File: config.mk
export PLATFORM = sky130hd
export DESIGN_NAME = game_hud_tracker
export DESIGN_NICKNAME = d
export VERILOG_FILES = /design/src/rtl/game_pkg.sv /design/src/rtl/seg7_decode.sv /design/src/rtl/game_hud_tracker.sv
export SDC_FILE = /design/constraint.sdc
export NUM_CORES = 1
export LEC_CHECK = 0
export ABC_CLOCK_PERIOD_IN_PS = 3790
export CAP_MARGIN = 20
export CORE_MARGIN = 2
export CORE_UTILIZATION = 50
export CTS_BUF_LIST = sky130_fd_sc_hd__clkbuf_4 sky130_fd_sc_hd__clkbuf_8
export CTS_CLUSTER_SIZE = 16
export DETAILED_ROUTE_END_ITERATION = 8
export GPL_ROUTABILITY_DRIVEN = 0
export HOLD_SLACK_MARGIN = 0.12
export PLACE_DENSITY = 0.84
export SLEW_MARGIN = 30
export SYNTH_ARGS = -nofsm -noshare
export SYNTH_HDL_FRONTEND = slang
export SYNTH_HIERARCHICAL = 1
export SYNTH_SLANG_ARGS = --single-unit
export TNS_END_PERCENT = 20
File: constraint.sdc
create_clock -name clk -period 3.79 [get_ports clk]
set_clock_uncertainty 0.2 [all_clocks]
set_input_delay 0.758 -clock clk [delete_from_list [all_inputs] [get_ports clk]]
set_output_delay 0.758 -clock clk [all_outputs]
set_load 0.01 [all_outputs]
File: src/rtl/game_pkg.sv
// game_pkg: shared game-state encoding, display glyphs, screen geometry and BCD helpers.
package game_pkg;
    typedef enum logic [1:0] {PLAY, SERVE_WAIT, OVER, WON} game_state_t;

    localparam logic [6:0] BLANK = 7'b1111111;
    localparam logic [6:0] DASH  = 7'b0111111;

    localparam int SCREEN_W = 640;
    localparam int SCREEN_H = 480;

    function automatic logic [6:0] seg7_glyph(input logic [3:0] d);
        case (d)
            4'd0:    return 7'b1000000;
            4'd1:    return 7'b1111001;
            4'd2:    return 7'b0100100;
            4'd3:    return 7'b0110000;
            4'd4:    return 7'b0011001;
            4'd5:    return 7'b0010010;
            4'd6:    return 7'b0000010;
            4'd7:    return 7'b1111000;
            4'd8:    return 7'b0000000;
            4'd9:    return 7'b0010000;
            default: return BLANK;
        endcase
    endfunction

    // Adds one BCD digit to a 3-digit BCD value, clamping at 999 instead of wrapping.
    function automatic logic [11:0] bcd_add_sat(input logic [11:0] s, input logic [3:0] p);
        logic [4:0] o, t, h;
        o = {1'b0, s[3:0]} + {1'b0, p};
        t = {1'b0, s[7:4]};
        h = {1'b0, s[11:8]};
        if (o > 5'd9) begin
            o = o - 5'd10;
            t = t + 5'd1;
        end
        if (t > 5'd9) begin
            t = t - 5'd10;
            h = h + 5'd1;
        end
        return (h > 5'd9) ? 12'h999 : {h[3:0], t[3:0], o[3:0]};
    endfunction
endpackage

File: src/rtl/seg7_decode.sv
// seg7_decode: BCD digit to active-low seven-segment pattern.
module seg7_decode
    import game_pkg::*;
(
    input  logic [3:0] digit,
    output logic [6:0] seg
);
    assign seg = seg7_glyph(digit);
endmodule

File: src/rtl/game_hud_tracker.sv
// game_hud_tracker: score, lives and game state tracking with registered HEX display drive.
module game_hud_tracker
    import game_pkg::*;
#(
    parameter int START_LIVES      = 3,
    parameter int POINTS_PER_BRICK = 1,
    parameter int SERVE_DELAY      = 50000000,
    parameter int DELAY_W          = 26
) (
    input  logic        clk,
    input  logic        rst,
    input  logic        brick_hit,
    input  logic        ball_lost,
    input  logic        all_bricks_gone,
    output logic        serve_pulse,
    output logic        game_over,
    output logic        game_won,
    output logic [3:0]  lives,
    output logic [11:0] score_bcd,
    output logic [6:0]  HEX0,
    output logic [6:0]  HEX1,
    output logic [6:0]  HEX2,
    output logic [6:0]  HEX3
);
    game_state_t        state;
    logic [DELAY_W-1:0] cnt;
    logic               brick_hit_q, ball_lost_q;
    logic [6:0]         seg_0, seg_1, seg_2, seg_l;

    wire hit_rise  = brick_hit & ~brick_hit_q;
    wire lost_rise = ball_lost & ~ball_lost_q;
    wire live      = (state == PLAY) || (state == SERVE_WAIT);

    seg7_decode u_seg0 (.digit(score_bcd[3:0]),  .seg(seg_0));
    seg7_decode u_seg1 (.digit(score_bcd[7:4]),  .seg(seg_1));
    seg7_decode u_seg2 (.digit(score_bcd[11:8]), .seg(seg_2));
    seg7_decode u_segl (.digit(lives),           .seg(seg_l));

    always_ff @(posedge clk) begin
        if (rst) begin
            state       <= PLAY;
            lives       <= 4'(START_LIVES);
            score_bcd   <= 12'h000;
            cnt         <= '0;
            serve_pulse <= 1'b0;
            game_over   <= 1'b0;
            game_won    <= 1'b0;
            brick_hit_q <= 1'b0;
            ball_lost_q <= 1'b0;
            HEX0        <= seg7_glyph(4'd0);
            HEX1        <= seg7_glyph(4'd0);
            HEX2        <= seg7_glyph(4'd0);
            HEX3        <= seg7_glyph(4'(START_LIVES));
        end else begin
            brick_hit_q <= brick_hit;
            ball_lost_q <= ball_lost;
            serve_pulse <= 1'b0;
            HEX0        <= seg_0;
            HEX1        <= seg_1;
            HEX2        <= seg_2;
            HEX3        <= live ? seg_l : DASH;
            if (live && hit_rise)
                score_bcd <= bcd_add_sat(score_bcd, 4'(POINTS_PER_BRICK));
            case (state)
                PLAY: begin
                    // A cleared board wins even when the last ball is lost on the same cycle.
                    if (all_bricks_gone) begin
                        state    <= WON;
                        game_won <= 1'b1;
                    end else if (lost_rise && lives > 4'd1) begin
                        lives <= lives - 4'd1;
                        cnt   <= '0;
                        state <= SERVE_WAIT;
                    end else if (lost_rise) begin
                        lives     <= 4'd0;
                        state     <= OVER;
                        game_over <= 1'b1;
                    end
                end
                SERVE_WAIT: begin
                    if (all_bricks_gone) begin
                        state    <= WON;
                        game_won <= 1'b1;
                    end else if (cnt == DELAY_W'(SERVE_DELAY - 1)) begin
                        serve_pulse <= 1'b1;
                        cnt         <= '0;
                        state       <= PLAY;
                    end else begin
                        cnt <= cnt + 1'b1;
                    end
                end
                default: ;
            endcase
        end
    end
endmodule

* Word-level counts from Yosys, hierarchy flattened *
Memories as Yosys holds them, arrays and structs flattened. A register that Yosys moved wholly into a read port is not among the register bits.
Cells that the tools add are included.
W data, S select, Z words.

storage, ports and cells
  register bits after elaboration = 56
  memories kept = 4
  word-level logic and storage cells = 81
  output and inout port bits = 47
  bits in read-only memories = 448
  input port bits = 5

memories
  name             words  bits a word  read ports  clocked after memory_dff  write ports  line            text
  (no name shown)  16     7            1           1                         0            game_pkg.sv:12  case (d)
  (no name shown)  16     7            1           1                         0            game_pkg.sv:12
  (no name shown)  16     7            1           1                         0            game_pkg.sv:12
  (no name shown)  16     7            1           1                         0            game_pkg.sv:12

cells by class
  multiplexer cells = 26
  $add $sub $neg = 7
  equal/unequal tests = 7
  reduce and logical (&&, ||, !) cells = 14
  bitwise logic cells = 8
  magnitude comparators = 4

operators by type and width
  kind                     count
  $mux W26                 4
  $pmux W26 S2             1
  $mux W5                  6
  $mux W4                  7
  $add A26 B1 Y26 const B  1
  $eq A26 B26 Y1 const B   1
  $add A4 B1 Y5 const B    3
  $gt A5 B4 Y1 const B     3
  $mux W12                 1
  $mux W2                  5
  $reduce_and A4 Y1        2
  $sub A4 B4 Y4 const B    2
  $not A1 Y1               6
  $reduce_and A3 Y1        2
  $gt A4 B1 Y1 const B     1
  $ne A2 B2 Y1 const B     2
  $ne A4 B3 Y1 const B     1
  $pmux W2 S2              1
  $reduce_bool A2 Y1       2
  $reduce_or A2 Y1         2
  $sub A4 B1 Y4 const B    1
  $ne A3 B2 Y1 const B     1
  $reduce_or A3 Y1         1
  $and A1 B1 Y1            2
  other kinds (7)          8

* Depth between registers and ports, before layout *
Gate-level depths: netlist of run 1.

  word-level depth = 11
  gate-level depth with buffers = 14
  mapped depth without buffers = 13

* By module *
Netlist of run 1, hierarchy kept.

by module, submodules not included
  module                     area each (um^2)  instances  seq. area each (um^2)  cells an instance
  game_hud_tracker           3604.7            1          1541.5                 416
  seg7_decode at u_seg1 ...  210.2             3          0.0                    33
  seg7_decode at u_seg0      200.2             1          0.0                    31

* Worst setup path after synthesis of run 1 *
No wires, ideal clock.

  path kind = register to register
  start = register score_bcd[1]
  end = register score_bcd[6]
  clock period less this slack = 3197 ps
  setup time = 86 ps
  path buffers = 1
  setup slack = 593 ps
  stages on the path, launching flop included = 15
  arrival time = 2911 ps
  path through = dfxtp_1 inv_1 ha_1 inv_1 ha_1 nand2b_1 a21o_1 a221oi_2 buf_2 nand2_1 xor2_1 ha_1 nor3_1 o31ai_1 a211oi_1

on the way
  longest elaborated chain between the ends = 11
  elaborated cells on any way between the ends = 13
  classes of those cells = add/sub (2); order compare (3); mux (8)

RTL lines
  item                    line                    text
  from (decl)             game_hud_tracker.sv:19  output logic [11:0] score_bcd,
  from (signal assigned)  game_hud_tracker.sv:63  score_bcd <= bcd_add_sat(score_bcd, 4'(POINTS_PER_BRICK));
  $add A4 B1 Y5 *         game_pkg.sv:30          o = {1'b0, s[3:0]} + {1'b0, p};
  $gt A5 B4 Y1 *          game_pkg.sv:33          if (o > 5'd9) begin
  $mux W5 *               game_pkg.sv:33
  $mux W5 *               game_hud_tracker.sv:62  if (live && hit_rise)
  $mux W5 *               game_hud_tracker.sv:40  if (rst) begin
  $gt A5 B4 Y1            game_pkg.sv:37          if (t > 5'd9) begin
  $mux W5                 game_pkg.sv:37
  $mux W5                 game_hud_tracker.sv:62
  $mux W5                 game_hud_tracker.sv:40
  $gt A5 B4 Y1            game_pkg.sv:41          return (h > 5'd9) ? 12'h999 : {h[3:0], t[3:0], o[3:0]};
  $mux W12 *              game_pkg.sv:41

Mark *: on every way between the ends. The rest lies on a longest branch, timed or not. The select of a mux whose other input is x is not followed.
A chain may end at the register's enable or synchronous reset.

* Final worst setup path of run 1 *
  start = register score_bcd[0]
  end = register score_bcd[6]

Same word-level chain as after synthesis.

==> results of run 1 <==
[metrics by stage]
stage | util | setup slack [ps] | power (W) | instance area, um^2
2_1_floorplan | - | 593 | 0.00102 | 4440
3_3_place_gp | 0.573 | 600 | 0.00108 | 4970
3_5_place_dp | 0.573 | 389 | 0.00109 | 4970
4_1_cts | 0.594 | 351 | 0.00167 | 5150
5_1_grt | 0.594 | 58.2 | 0.00173 | 5150
6_report | 0.594 | 326 | 0.00165 | 5150
[flip-flops by register name (all words and copies together), names as in the netlist, 2 cells and up]
signal     count
HEX3           7
cnt           26
state          2
lives          4
HEX1           7
HEX2           7
score_bcd     12
HEX0           7
[layout by cell type, fill, tap and decap left out, types with 3 or more instances in the layout]
master	count
clkbuf_4	3
clkbuf_8	10
or3_1	7
a21oi_2	3
and3_1	6
o21a_1	3
nand4_1	9
nand2b_1	17
or2b_1	3
a21oi_1	43
buf_4	5
nor4_1	5
nand3_1	10
ha_1	29
inv_1	27
or2_2	4
a311oi_1	5
o211a_1	3
a31oi_1	9
nand3b_1	4
nor2_1	65
clkdlybuf4s50_1	50
nand2_1	38
nand4b_1	3
mux2i_1	3
and4_1	4
a211oi_1	5
nor2b_1	22
or2_1	4
nor3_1	18
xnor2_1	10
dfxtp_1	77
o21ai_0	38
xor2_1	9
[synth_stat cells (7+ instances only)]
cell type  number
nor2b_1        22
nand4_1         9
a31oi_1         9
nand2b_1       17
nor3_1         18
xor2_1          9
nand2_1        38
ha_1           29
inv_1          27
clkbuf_1       16
nand3_1        10
a21oi_1        43
o21ai_0        38
dfxtp_1        77
xnor2_1        10
nor2_1         65
or3_1           7
[report_power, final]
group	total (W)	internal, W	switching, W	leakage [nW]
clock	0.000577	0.000278	0.000299	0.0939
combinational	0.000213	0.0000975	0.000115	1.19
sequential	0.000864	0.000833	0.0000305	0.626
[worst min path at each step]
| stage | to | slack [ps] |
|---|---|---|
| 2_1_floorplan | cnt[22] | 260 |
| 3_5_place_dp | game_over | 270 |
| 4_1_cts | game_over | 290 |
| 5_1_grt | game_over | 330 |
| 6_report | game_over | 280 |
| 3_3_place_gp | game_over | 260 |
[worst reg2reg max path: stages (launching register included)]
cell      delay (ps)
dfxtp_1          470
inv_1            130
ha_1             320
inv_1            130
ha_1             170
nand2b_1          70
a21o_1           200
a221oi_2         240
buf_4            230
mux2i_1          370
mux2i_2          450
o31ai_1          140
a211oi_1         250
[cells by family after synthesis]
| logic type | after synthesis |
|---|---|
| AOI/OAI and AO/OA | 127 |
| xor gates and xnor gates | 19 |
| adders and majority gates | 29 |
| buffers and inverters | 54 |
| DFF | 77 |
| muxes | 5 |
| and+or+nand+nor | 235 |
[final cells by class]
cell class	count	area, um^2	area share
inverters	27	101	0.0197
repair buffers	56	543	0.105
flip-flops and latches	77	1540	0.299
multi-input cells	415	2650	0.514
clock buffers	13	160	0.0311
clock inverters	3	21.3	0.00413
well taps	108	135	0.0262
[routing by layer]
metal / GRT usage / vias to the layer above / part of all wire
li1: - / 1981 / -
met1: 0.253 / 1821 / 0.45
met2: 0.335 / 103 / 0.48
met3: 0.0444 / 22 / 0.049
met4: 0.0843 / 0 / 0.021
met5: 0 / - / 0
==> summary.txt, run 1 <==
Synth
  • Simple-Gate Fraction of Synth Area: 0.290
  • FF+latch count, synth: 77
  • Most used DFF post-synth: dfxtp_1
  • Syn Std Cell Area: 4440 um^2
  • Synth Warn #: 6
  • Synth Area per Inst: 8.12 um^2
  • Synth Area in XOR/XNOR: 0.0375
  • Area leader, netlist: dfxtp_1
  • Synth area leaders: dfxtp_1 (35%), ha_1 (8.2%), nor2_1 (5.5%)
  • Main combinational cell family by area after synthesis: simple AND/OR/NAND/NOR gates
  • Async SR Flop Fraction: 0
  • Adder-cell share of the synthesized area: 0.0818
  • Syn_nets: 580
  • Synth Area in Compound Gates: 0.175
  • Post-Syn Instances: 546
  • Area share of the largest cell type after synthesis: 0.348
  • Multiplexer share of the synthesized area: 0.0124
  • Post-synth EDFFs: 0
  • Yosys cell types: 62
  • Register area share after synthesis: 0.348

Clock network
  • Maximum root-to-sink buffer count: 2
  • Post-cts sizing count: 0
  • Clk sink count: 77
  • CTS tree: built
  • Clk slew on worst S/H paths: 80 ps
  • CTS Hold Buffers Added: 0
  • CTS root buf: clkbuf_8
  • Depth of the CTS H-tree: 3
  • CTS Buf Count: 9
  • Post-CTS Setup Bufs: 0
  • Worst skew pair latency: 350 ps

Pwr
  • Max rail drop VDD: 0.166 mV
  • P_leak: 1.91 nW
  • Cell Pwr Density: 321 nW/um^2

Floorplan
  • DIE AREA: 9640 um^2
  • FP Rows: 34
  • Die Height: 98.2 um
  • Core Area: 8680 um^2
  • Boundary Pins: 52
  • Die W: 98.2 um
  • Starting Density: 0.511

STA
  • WHS: 279 ps
  • Max-slew headroom: 0.435
  • Fmax: 289 MHz
  • Period utilization: 0.914
  • Final min period: 3460 ps
  • Final hold vios: 0
  • RSZ-0062 raised after global routing: no
  • Final Max Slew Viols: 0
  • Worst slew pin tran: 846 ps
  • Setup TNS: 0 ps
  • Setup violators final: 0

Flow run
  • Max-cap violations: 0

Setup path
  • Worst Path Max Fanout: 12
  • Crit path capture: score_bcd[6]
  • CP delay by family, top: compound AO/OA/AOI/OAI gates
  • Setup CP Type: reg2reg
  • WP buf/inv: 3
  • CP Data Required Time: 3860 ps
  • Crit-path max cell delay: 470 ps
  • WP depth: 12
  • Crit path DAT: 3530 ps
  • CP max stage cell: dfxtp_1
  • Critical path capture point type: flop
  • Launch point of the worst reg-to-reg path: score_bcd[0]
  • Critical Path Source Type: flop
  • Reg2reg end: score_bcd[6]
  • Worst reg2reg path depth: 12
  • Critical Path Start: score_bcd[0]
  • Worst R2R Setup Slack: 330 ps
  • Crit path cell chain: inv_1 > ha_1 > inv_1 > ha_1 > nand2b_1 > a21o_1 > a221oi_2 > buf_4 > mux2i_1 > mux2i_2 > o31ai_1 > a211oi_1

Global routing
  • Vias in the first global route: 3672
  • Largest net degree at the start of global routing: 43
  • GRT Util Overall: 0.201
  • Initial antenna violation count: 0
  • Global-route wire length before repair: 16300 um
  • Remaining global-route overflow: 0

Placed design
  • Placed Instances: 683
  • Port bufs: 51
  • Final HPWL DP: 6490 um

Final layout
  • Syn-to-layout area delta: 16.2%
  • Final instance count without filler cells: 699
  • Layout cell share with drive strength beyond 1: 0.0728
  • Antenna diodes: 0
  • Fillers: 764
  • Fin nets: 620

Hold path
  • Worst hold start: game_over
  • Hold Path Class: reg2reg
  • Hold Crit Depth: 2

Detailed routing
  • Detail Route Antenna Nets: 0
  • First-pass DRT Iterations: 4
  • Vias/cell: 5.62
  • Routed WL per cell: 13.7 um
  • Detailed Route WL: 9540 um
  • DRT iter0 DRCs: 262
  • Via count: 3927
  • Number of remaining DRC errors: 0

Status
  • Outcome: complete, no violations
(Power assumes the default switching activity.)
==> run 2, diff against run 1 <==
- CORE_MARGIN: 2 -> 5
==> summary.txt, run 2 (same netlist as run 1, synthesis figures left out) <==
STA
  • Final worst slack: 307 ps
  • Final min period: 3480 ps
  • Setup TNS: 0 ps
  • Period utilization: 0.919
  • Setup violators final: 0
  • RSZ-0062 raised after global routing: no
  • Final Max Slew Viols: 0
  • Worst slew pin tran: 807 ps
  • Max-slew headroom: 0.461
  • WHS: 280 ps
  • Fmax: 287 MHz
  • Final hold vios: 0

Placed design
  • Port bufs: 51
  • Pre-CTS setup slack: 285 ps
  • Final HPWL DP: 6700 um
  • Placed cell area: 4990 um^2

Hold path
  • Hold Path Class: reg2reg
  • Hold Crit Depth: 2

Flow run
  • Max-cap violations: 0

Clock network
  • CTS root buf: clkbuf_8
  • Clk slew on worst S/H paths: 80 ps
  • Clk sink count: 77
  • Depth of the CTS H-tree: 3
  • Maximum root-to-sink buffer count: 2
  • CTS Buf Count: 9
  • Worst skew pair latency: 360 ps
  • Post-CTS Setup Bufs: 0
  • CTS Hold Buffers Added: 0
  • CTS tree: built

Floorplan
  • Die W: 104 um
  • FP Rows: 34
  • Die Height: 104 um
  • Boundary Pins: 52
  • DIE AREA: 10900 um^2
  • Core Area: 8680 um^2
  • Starting Density: 0.511

Detailed routing
  • First-pass DRT Iterations: 5
  • Detailed Route WL: 9580 um
  • Number of remaining DRC errors: 0
  • Vias/cell: 5.65
  • Detail Route Antenna Nets: 0
  • Routed WL per cell: 13.7 um
  • DRT iter0 DRCs: 250
  • Via count: 3964

Final layout
  • Largest registers: cnt x26, score_bcd x12
  • Final core utilization: 0.601
  • Final Instance Area: 5210 um^2
  • Layout cell share with drive strength beyond 1: 0.0759
  • Fin nets: 622
  • Reg with most FFs: cnt
  • Antenna diodes: 0
  • Number of flip-flops in the largest register: 26
  • Most frequent cells in the layout: dfxtp_1 (77), nor2_1 (65), clkdlybuf4s50_1 (50)
  • Commonest non-fill, non-tap cell in the layout: dfxtp_1
  • Syn-to-layout area delta: 17.5%

Pwr
  • P_leak: 1.97 nW
  • Cell Pwr Density: 334 nW/um^2
  • Max rail drop VDD: 0.193 mV

Setup path
  • CP max stage cell: dfxtp_1
  • Crit path cell chain: inv_1 > ha_1 > inv_1 > ha_1 > nand2b_1 > a21o_1 > a221oi_4 > buf_4 > mux2i_1 > ha_1 > nor3_1 > o31ai_1 > a211oi_1
  • Setup CP Type: reg2reg
  • Crit path DAT: 3550 ps
  • Worst Path Max Fanout: 10
  • Critical path capture point type: flop
  • Most frequent cell on the critical path: ha_1
  • Crit-path max cell delay: 540 ps
  • Critical Path Source Type: flop
  • Worst reg2reg path depth: 13
  • CP Data Required Time: 3850 ps

Global routing
  • Global-route wire length before repair: 16400 um
  • Remaining global-route overflow: 0
  • Vias in the first global route: 3633
  • Largest net degree at the start of global routing: 45
  • Initial antenna violation count: 0
  • GRT Util Overall: 0.174

Status
  • Outcome: complete, no violations
run 2: metal layers:
metal  wire [um]  track usage  up-vias
li1            -            -     1999
met1        4110        0.212     1834
met2        4720        0.301      118
met3         607       0.0416       13
met4         136       0.0601        0
met5           0            0        -
run 2: timing repair:
action | in CTS | in global routing
endpoints found under the hold margin | 0 | 0
gates resized for setup | 0 | 1
setup endpoints to repair | 0 | 1
run 2: layout make-up:
type	instances	area, um^2
clock buffers	13	173
well taps	108	135
repair buffers	58	558
multi-input cells	415	2660
clock inverters	3	42.5
fillers	760	3470
flip-flops and latches	77	1540
inverters	27	101
run 2: path summary, 6_finish.rpt:
kind | start | endpoint | slack, ps
max | score_bcd[1] | score_bcd[6] | 310
min reg2reg | game_over | game_over | 280
min | game_over | game_over | 280
max reg2reg | score_bcd[1] | score_bcd[6] | 310
run 2: per-stage QoR:
stage,cells,power [W]
6_report,701,0.00174
4_1_cts,701,0.00175
2_1_floorplan,546,0.00102
3_5_place_dp,685,0.00110
5_1_grt,701,0.00183
3_3_place_gp,685,0.00109
run 2: worst max-delay path: cells and delay by family, from the launching register on:
family / cells / cell delay (ps)
fa+ha+maj: 3 / 740
mux: 1 / 250
compound gates: 4 / 980
flops: 1 / 540
buf+inv: 3 / 430
simple gates: 2 / 260
run 2: power by group:
group	switching, W	internal [W]
Combinational	0.000116	0.0000988
Sequential	0.0000298	0.000833
Clock	0.000298	0.000365
Total	0.000444	0.00130
